[src/rtl/irq_dispatch_pkg.sv]
`default_nettype none
`timescale 1ns/1ps
// ============================================================================
// Module   : irq_dispatch_pkg
// Purpose  : Shared types and constants for the interrupt dispatch controller.
// Revision : 1.0 - initial release
// ============================================================================
package irq_dispatch_pkg;

    localparam int ID_W = 5;

    typedef enum logic [1:0] {
        ST_IDLE = 2'd0,
        ST_REQ  = 2'd1,
        ST_ACK  = 2'd2,
        ST_GAP  = 2'd3
    } state_t;

    // Word offsets decoded from PADDR[3:2]
    localparam logic [1:0] REG_CTRL    = 2'd0;
    localparam logic [1:0] REG_GAP     = 2'd1;
    localparam logic [1:0] REG_STATUS  = 2'd2;
    localparam logic [1:0] REG_TIMEOUT = 2'd3;

    localparam int CTRL_EN_BIT    = 0;
    localparam int CTRL_RR_BIT    = 1;
    localparam int STATUS_TMO_BIT = 9;

    function automatic logic [ID_W-1:0] id_after(input logic [ID_W-1:0] id, input int num_lines);
        if (int'(id) >= num_lines - 1)
            return '0;
        return id + ID_W'(1);
    endfunction

endpackage
`default_nettype wire

[src/rtl/irq_prio_pick.sv]
`default_nettype none
`timescale 1ns/1ps
// ============================================================================
// Module   : irq_prio_pick
// Purpose  : Combinational pick of one pending line, fixed or round-robin.
// Revision : 1.0 - initial release
// ============================================================================
module irq_prio_pick
    import irq_dispatch_pkg::*;
#(
    parameter int NUM_LINES = 32
) (
    input  logic [NUM_LINES-1:0] pending,
    input  logic [ID_W-1:0]      ptr,
    input  logic                 rr_mode,
    output logic                 valid,
    output logic [ID_W-1:0]      id
);

    // Scan from the highest offset down so the nearest line at/above start wins.
    always_comb begin
        int start;
        int idx;
        logic [ID_W-1:0] idx_b;
        start = rr_mode ? int'(ptr) : 0;
        valid = |pending;
        id    = '0;
        for (int i = NUM_LINES - 1; i >= 0; i--) begin
            idx = start + i;
            if (idx >= NUM_LINES)
                idx = idx - NUM_LINES;
            idx_b = idx[ID_W-1:0];
            if (pending[idx_b])
                id = idx_b;
        end
    end

endmodule
`default_nettype wire

[src/rtl/irq_dispatch_ctrl.sv]
`default_nettype none
`timescale 1ns/1ps
// ============================================================================
// Module   : irq_dispatch_ctrl
// Purpose  : Dispatches one pending line to the core, returns ack to the
//            service unit, enforces an inter-request gap; APB configured.
//            Optional request timeout: define IRQ_DISPATCH_TIMEOUT_EN.
// Revision : 1.0 - initial release
// ============================================================================
module irq_dispatch_ctrl
    import irq_dispatch_pkg::*;
#(
    parameter int APB_ADDR_WIDTH = 12,
    parameter int NUM_LINES      = 32
) (
    input  logic                      HCLK,
    input  logic                      HRESETn,
    input  logic [APB_ADDR_WIDTH-1:0] PADDR,
    input  logic [31:0]               PWDATA,
    input  logic                      PWRITE,
    input  logic                      PSEL,
    input  logic                      PENABLE,
    output logic [31:0]               PRDATA,
    output logic                      PREADY,
    output logic                      PSLVERR,
    input  logic [NUM_LINES-1:0]      pending_i,
    output logic                      core_irq_o,
    output logic [ID_W-1:0]           core_irq_id_o,
    input  logic                      core_irq_ack_i,
    input  logic [ID_W-1:0]           core_irq_ack_id_i,
    output logic                      su_ack_o,
    output logic [ID_W-1:0]           su_ack_id_o
);

    state_t          state, state_nxt;
    logic            ctrl_en, ctrl_rr;
    logic [7:0]      gap_reg, gap_cnt, gap_cnt_nxt;
    logic [ID_W-1:0] rr_ptr, ptr_nxt, last_id, last_id_nxt;
    logic [ID_W-1:0] irq_id_nxt, su_ack_id_nxt, pick_id;
    logic            irq_nxt, su_ack_nxt, pick_valid, ack_match;
    logic            apb_wr, addr_hit;
    logic [1:0]      reg_sel;
    logic            unused_bits;

`ifdef IRQ_DISPATCH_TIMEOUT_EN
    logic [15:0]     tmo_reg, tmo_cnt, tmo_cnt_nxt;
    logic            tmo_sticky, tmo_fire;
`endif

    assign PREADY      = 1'b1;
    assign PSLVERR     = 1'b0;
    assign apb_wr      = PSEL && PENABLE && PWRITE;
    assign addr_hit    = (PADDR[APB_ADDR_WIDTH-1:4] == '0);
    assign reg_sel     = PADDR[3:2];
    assign ack_match   = core_irq_ack_i && (core_irq_ack_id_i == core_irq_id_o);
    assign unused_bits = ^{PADDR[1:0], PWDATA};

    irq_prio_pick #(
        .NUM_LINES (NUM_LINES)
    ) u_pick (
        .pending (pending_i),
        .ptr     (rr_ptr),
        .rr_mode (ctrl_rr),
        .valid   (pick_valid),
        .id      (pick_id)
    );

    always_comb begin
        state_nxt     = state;
        irq_nxt       = core_irq_o;
        irq_id_nxt    = core_irq_id_o;
        su_ack_nxt    = 1'b0;
        su_ack_id_nxt = su_ack_id_o;
        last_id_nxt   = last_id;
        ptr_nxt       = rr_ptr;
        gap_cnt_nxt   = gap_cnt;
`ifdef IRQ_DISPATCH_TIMEOUT_EN
        tmo_cnt_nxt   = tmo_cnt;
        tmo_fire      = 1'b0;
`endif
        case (state)
            ST_IDLE: begin
                if (ctrl_en && pick_valid) begin
                    state_nxt  = ST_REQ;
                    irq_nxt    = 1'b1;
                    irq_id_nxt = pick_id;
`ifdef IRQ_DISPATCH_TIMEOUT_EN
                    tmo_cnt_nxt = '0;
`endif
                end
            end
            ST_REQ: begin
                // Only a matching ack or a timeout ends the request; EN/pending do not.
                if (ack_match) begin
                    state_nxt     = ST_ACK;
                    irq_nxt       = 1'b0;
                    su_ack_nxt    = 1'b1;
                    su_ack_id_nxt = core_irq_id_o;
                    last_id_nxt   = core_irq_id_o;
                    ptr_nxt       = id_after(core_irq_id_o, NUM_LINES);
                end
`ifdef IRQ_DISPATCH_TIMEOUT_EN
                else if ((tmo_reg != 16'd0) && (tmo_cnt == tmo_reg - 16'd1)) begin
                    state_nxt = ST_IDLE;
                    irq_nxt   = 1'b0;
                    tmo_fire  = 1'b1;
                    ptr_nxt   = id_after(core_irq_id_o, NUM_LINES);
                end else begin
                    tmo_cnt_nxt = tmo_cnt + 16'd1;
                end
`endif
            end
            ST_ACK: begin
                if (gap_reg == 8'd0) begin
                    state_nxt = ST_IDLE;
                end else begin
                    state_nxt   = ST_GAP;
                    gap_cnt_nxt = gap_reg;
                end
            end
            ST_GAP: begin
                if (gap_cnt <= 8'd1)
                    state_nxt = ST_IDLE;
                else
                    gap_cnt_nxt = gap_cnt - 8'd1;
            end
            default: state_nxt = ST_IDLE;
        endcase
    end

    always_ff @(posedge HCLK or negedge HRESETn) begin
        if (!HRESETn) begin
            state         <= ST_IDLE;
            core_irq_o    <= 1'b0;
            core_irq_id_o <= '0;
            su_ack_o      <= 1'b0;
            su_ack_id_o   <= '0;
            last_id       <= '0;
            rr_ptr        <= '0;
            gap_cnt       <= '0;
        end else begin
            state         <= state_nxt;
            core_irq_o    <= irq_nxt;
            core_irq_id_o <= irq_id_nxt;
            su_ack_o      <= su_ack_nxt;
            su_ack_id_o   <= su_ack_id_nxt;
            last_id       <= last_id_nxt;
            rr_ptr        <= ptr_nxt;
            gap_cnt       <= gap_cnt_nxt;
        end
    end

    always_ff @(posedge HCLK or negedge HRESETn) begin
        if (!HRESETn) begin
            ctrl_en <= 1'b0;
            ctrl_rr <= 1'b0;
            gap_reg <= '0;
        end else if (apb_wr && addr_hit) begin
            case (reg_sel)
                REG_CTRL: begin
                    ctrl_en <= PWDATA[CTRL_EN_BIT];
                    ctrl_rr <= PWDATA[CTRL_RR_BIT];
                end
                REG_GAP: gap_reg <= PWDATA[7:0];
                default: ;
            endcase
        end
    end

`ifdef IRQ_DISPATCH_TIMEOUT_EN
    // A timeout in the same cycle as a clearing write keeps the flag set.
    always_ff @(posedge HCLK or negedge HRESETn) begin
        if (!HRESETn) begin
            tmo_reg    <= '0;
            tmo_cnt    <= '0;
            tmo_sticky <= 1'b0;
        end else begin
            tmo_cnt <= tmo_cnt_nxt;
            if (apb_wr && addr_hit && (reg_sel == REG_TIMEOUT))
                tmo_reg <= PWDATA[15:0];
            if (tmo_fire)
                tmo_sticky <= 1'b1;
            else if (apb_wr && addr_hit && (reg_sel == REG_STATUS) && PWDATA[STATUS_TMO_BIT])
                tmo_sticky <= 1'b0;
        end
    end
`endif

    always_comb begin
        PRDATA = '0;
        if (addr_hit) begin
            case (reg_sel)
                REG_CTRL:   PRDATA[1:0] = {ctrl_rr, ctrl_en};
                REG_GAP:    PRDATA[7:0] = gap_reg;
                REG_STATUS: begin
                    PRDATA[1:0] = state;
                    PRDATA[8:4] = last_id;
`ifdef IRQ_DISPATCH_TIMEOUT_EN
                    PRDATA[STATUS_TMO_BIT] = tmo_sticky;
`endif
                end
                default: begin
`ifdef IRQ_DISPATCH_TIMEOUT_EN
                    PRDATA[15:0] = tmo_reg;
`else
                    PRDATA = '0;
`endif
                end
            endcase
        end
    end

endmodule
`default_nettype wire

[config.mk]
export PLATFORM = sky130hd
export DESIGN_NAME = irq_dispatch_ctrl
export DESIGN_NICKNAME = d
export VERILOG_FILES = /design/src/rtl/irq_dispatch_pkg.sv /design/src/rtl/irq_prio_pick.sv /design/src/rtl/irq_dispatch_ctrl.sv
export SDC_FILE = /design/constraint.sdc
export NUM_CORES = 1
export LEC_CHECK = 0
export ABC_AREA = 1
export BUFFER_PORTS_ARGS = -buffer_cell sky130_fd_sc_hd__clkbuf_2
export CAP_MARGIN = 20
export CORE_ASPECT_RATIO = 1.75
export CORE_MARGIN = 2
export CORE_UTILIZATION = 50
export CTS_CLUSTER_DIAMETER = 30
export DETAILED_ROUTE_END_ITERATION = 12
export GPL_TIMING_DRIVEN = 0
export PLACE_DENSITY = 0.77
export SYNTH_ARGS = -nofsm -noshare
export SYNTH_HDL_FRONTEND = slang
export SYNTH_SLANG_ARGS = --single-unit
[constraint.sdc]
create_clock -name HCLK -period 4.8 [get_ports HCLK]
set_clock_uncertainty 0.1 [all_clocks]
set_input_delay 0.96 -clock HCLK [delete_from_list [all_inputs] [get_ports HCLK]]
set_output_delay 0.96 -clock HCLK [all_outputs]
set_load 0.005 [all_outputs]
==> metrics.cfg <==
[power_and_ir_drop]
ir_drop_uv=476.2
powerDensity_nw_per_um2=193.2
leakage_nw=4.228

[final_layout]
layoutNonFillerInstCount=1475
design_area_sq_um=7646
n_fill_cell=1326
drive_gt1_share_pct=18.44
area_growth_pct=19.45
antenna_cells=0
multi_input_area_sq_um=4891
final-seq-area_sq_um=927.1
fin_nets=1407

[placed_design]
io_buffers=81
dpl_cell_area_sq_um=7103
dp_hpwl_mm=21.57
place.gp.congestion=1.078
dp_cells=1456

[worst_setup_path]
crit_top_cell=nand2_1
r2r-start=ctrl_rr
slowest_delay_ns=0.38
crit_path_end_kind=register
criticalPathCategory=reg -> reg
crit_start=ctrl_rr
cpMaxStageDelayCell=dfrtp_1
required_ns=4.88
startpoint_type=register
cp.arrival_ns=4.60
path_buf_inv=6
crit_family=simple AND/OR/NAND/NOR gates
critPathMaxFanout=11

[logic_synthesis]
synth_area_leaders=nand2_1, dfrtp_1, nand3_1, a21oi_1, inv_1
synth-simple-area-share_pct=48.08
synth_top_area_share_pct=25.98
yosys.area.top_type=nand2_1
synth-main-ff-cell=dfrtp_1
synthXorXnorAreaFrac_pct=2.326
synth-seq-cells=37
synth_cells=1184
syn_area_per_cell_sq_um=5.406
synth_adder_area_share_pct=2.737
synthMuxAreaShare_pct=0.5278
synth_edf_count=0
postSynth.asyncResetShare_pct=100.0
ys_types=44
yosysWarnings=0
syn-cell-area_sq_um=6401
synth_top_family_by_area=simple AND/OR/NAND/NOR gates
synth-compound-area-share_pct=18.47
yosysSeqAreaShare_pct=14.46

[clock_network]
clk_latency_ns=0.29
cts_root_buf=clkbuf_16
numCtsBuffers=5
clock-sinks=37
cts_tree=built
clock_path_buffers=2
h-tree-depth=2
cts.reportedPaths.clkPinSlew_ns=0.06

[route]
drc=0
post_drt_wl_per_cell_microns=18.37
vias_per_cell=5.740
drt_iter0_drc=777
routed_wl_mm=27.09
first_pass_iters=6
ant_nets=0
dr_total_vias=8467

[sta]
rsz0062_at_grt=true
slew_violations=0
fmax_mhz=220.9
relSlewSlack_pct=37.08
fin_crit_sh_pct=94.30
post-route-min-period_ns=4.526
worstMarginPinSlew_ns=0.9339
setup_viol=0
hold_ws_ns=0.4037
hold_viol=0

[floorplan]
core_sq_um=12500
dieArea_sq_um=13760
fp.dieH_microns=153.7
rows=54
die_w_microns=89.53
start_util_pct=51.21
num_io_pins=133

[global_route]
antenna_found_initial=0
grt_pass1_wl_mm=41.24
grt_usage_pct=39.81
grt-ovfl-total=0
grt_max_degree=38
first_global_vias=7906

[hold_path]
hold_class=reg -> reg
hold_start=core_irq_o

[job]
maxCapViolations=0

[status]
outcome=completed

[layout by cell type, fill, tap and decap left out, types with 2 or more instances in the layout]
cell type,Yosys,layout
a21oi_1,121,120
a31oi_1,14,11
a31oi_2,1,4
buf_12,0,2
buf_2,12,6
buf_4,37,51
buf_6,5,6
buf_8,0,5
clkbuf_1,9,3
clkbuf_16,0,5
clkbuf_2,0,81
clkinv_1,4,3
conb_1,2,25
dfrtp_1,37,36
ha_1,14,10
ha_2,0,2
ha_4,0,2
inv_1,97,94
inv_2,9,12
mux2_2,3,3
nand2_1,443,436
nand2_2,13,20
nand2_4,5,4
nand3_1,184,173
nand3_2,2,13
nand4_1,6,6
nor2_1,43,43
nor3_1,4,4
nor4_1,12,12
o211ai_1,4,4
o21ai_0,49,45
o21ai_1,16,18
o21ai_2,3,5
o22ai_1,3,3
or2_2,2,2
xor2_1,15,11
xor2_2,0,4
[report_power, final]
part           switching (W)  internal (W)
registers          0.0000677      0.000374
logic               0.000431      0.000218
clock network       0.000140      0.000246
[cell families (layout without fill, tap and decap cells)]
logic type / after synthesis / in the layout
AND/OR/NAND/NOR: 718 / 718
flip-flops: 37 / 37
adder cells (fa/ha/maj): 14 / 14
buffers and inverters: 174 / 274
XOR/XNOR: 17 / 17
other: 2 / 25
multiplexers: 3 / 3
AO/OA/AOI/OAI: 219 / 219
[repair_timing]
item | CTS | global route
buffers inserted | 2 | 12
resized for setup | 25 | 59
hold buffers | 0 | 0
setup endpoints to repair | 5 | 5
pin swaps | 1 | 6
[Yosys cell counts (2+ instances only)]
| cell | count |
|---|---|
| a21oi_1 | 121 |
| a31oi_1 | 14 |
| buf_2 | 12 |
| buf_4 | 37 |
| buf_6 | 5 |
| clkbuf_1 | 9 |
| clkinv_1 | 4 |
| conb_1 | 2 |
| dfrtp_1 | 37 |
| ha_1 | 14 |
| inv_1 | 97 |
| inv_2 | 9 |
| mux2_2 | 3 |
| nand2_1 | 443 |
| nand2_2 | 13 |
| nand2_4 | 5 |
| nand3_1 | 184 |
| nand3_2 | 2 |
| nand4_1 | 6 |
| nor2_1 | 43 |
| nor3_1 | 4 |
| nor4_1 | 12 |
| o211ai_1 | 4 |
| o21ai_0 | 49 |
| o21ai_1 | 16 |
| o21ai_2 | 3 |
| o22ai_1 | 3 |
| or2_2 | 2 |
| xnor2_1 | 2 |
| xor2_1 | 15 |
[stage by stage]
step / worst slack (ns) / total power [W] / setup TNS [ns] / utilization [%]
after global routing: -0.09757 / 0.001577 / -0.2822 / 61.17
after global placement: -1.359 / 0.001033 / -5.873 / 56.83
after CTS: 0.03127 / 0.001442 / 0 / 58.89
final: 0.2736 / 0.001477 / 0 / 61.17
after detailed placement: -1.395 / 0.001049 / -6.229 / 56.83
after floorplan: 0.1683 / 0.0008475 / 0 / -
[worst paths after layout]
kind | endpoint | slack, ns | cells after the start
worst max register to register | core_irq_id_o[3] | 0.27 | 48
max in group asynchronous | rr_ptr[1] | 3.25 | 1
min in group asynchronous | last_id[1] | 0.70 | 1
worst min register to register | core_irq_o | 0.40 | 2
worst max-delay path | core_irq_id_o[3] | 0.27 | 48
worst min-delay path | core_irq_o | 0.40 | 2
[area by class of cell]
class                      instances  share of cell area (%)
multi-input combinational        996                   63.97
timing repair buffer              95                   6.676
inverter                         111                   5.613
tap                              168                   2.749
buffer                            60                   6.660
clock buffer                       5                   1.636
clock inverter                     3                  0.5727
sequential                        37                   12.13
[routing by layer]
metal	part of all wire [%]	global-route usage, %
met1	33	41.01
met2	51	69.91
met3	7.2	5.690
met4	8.9	28.93
met5	0	0
[worst register-to-register path: cells and delay by family (launching register included)]
family          cells  cell delay [ns]
simple gates       38             2.31
buf+inv             6             0.81
compound gates      2             0.40
flops               1             0.38
xor+xnor            1             0.20
fa+ha+maj           1             0.20
(Power assumes the default switching activity.)
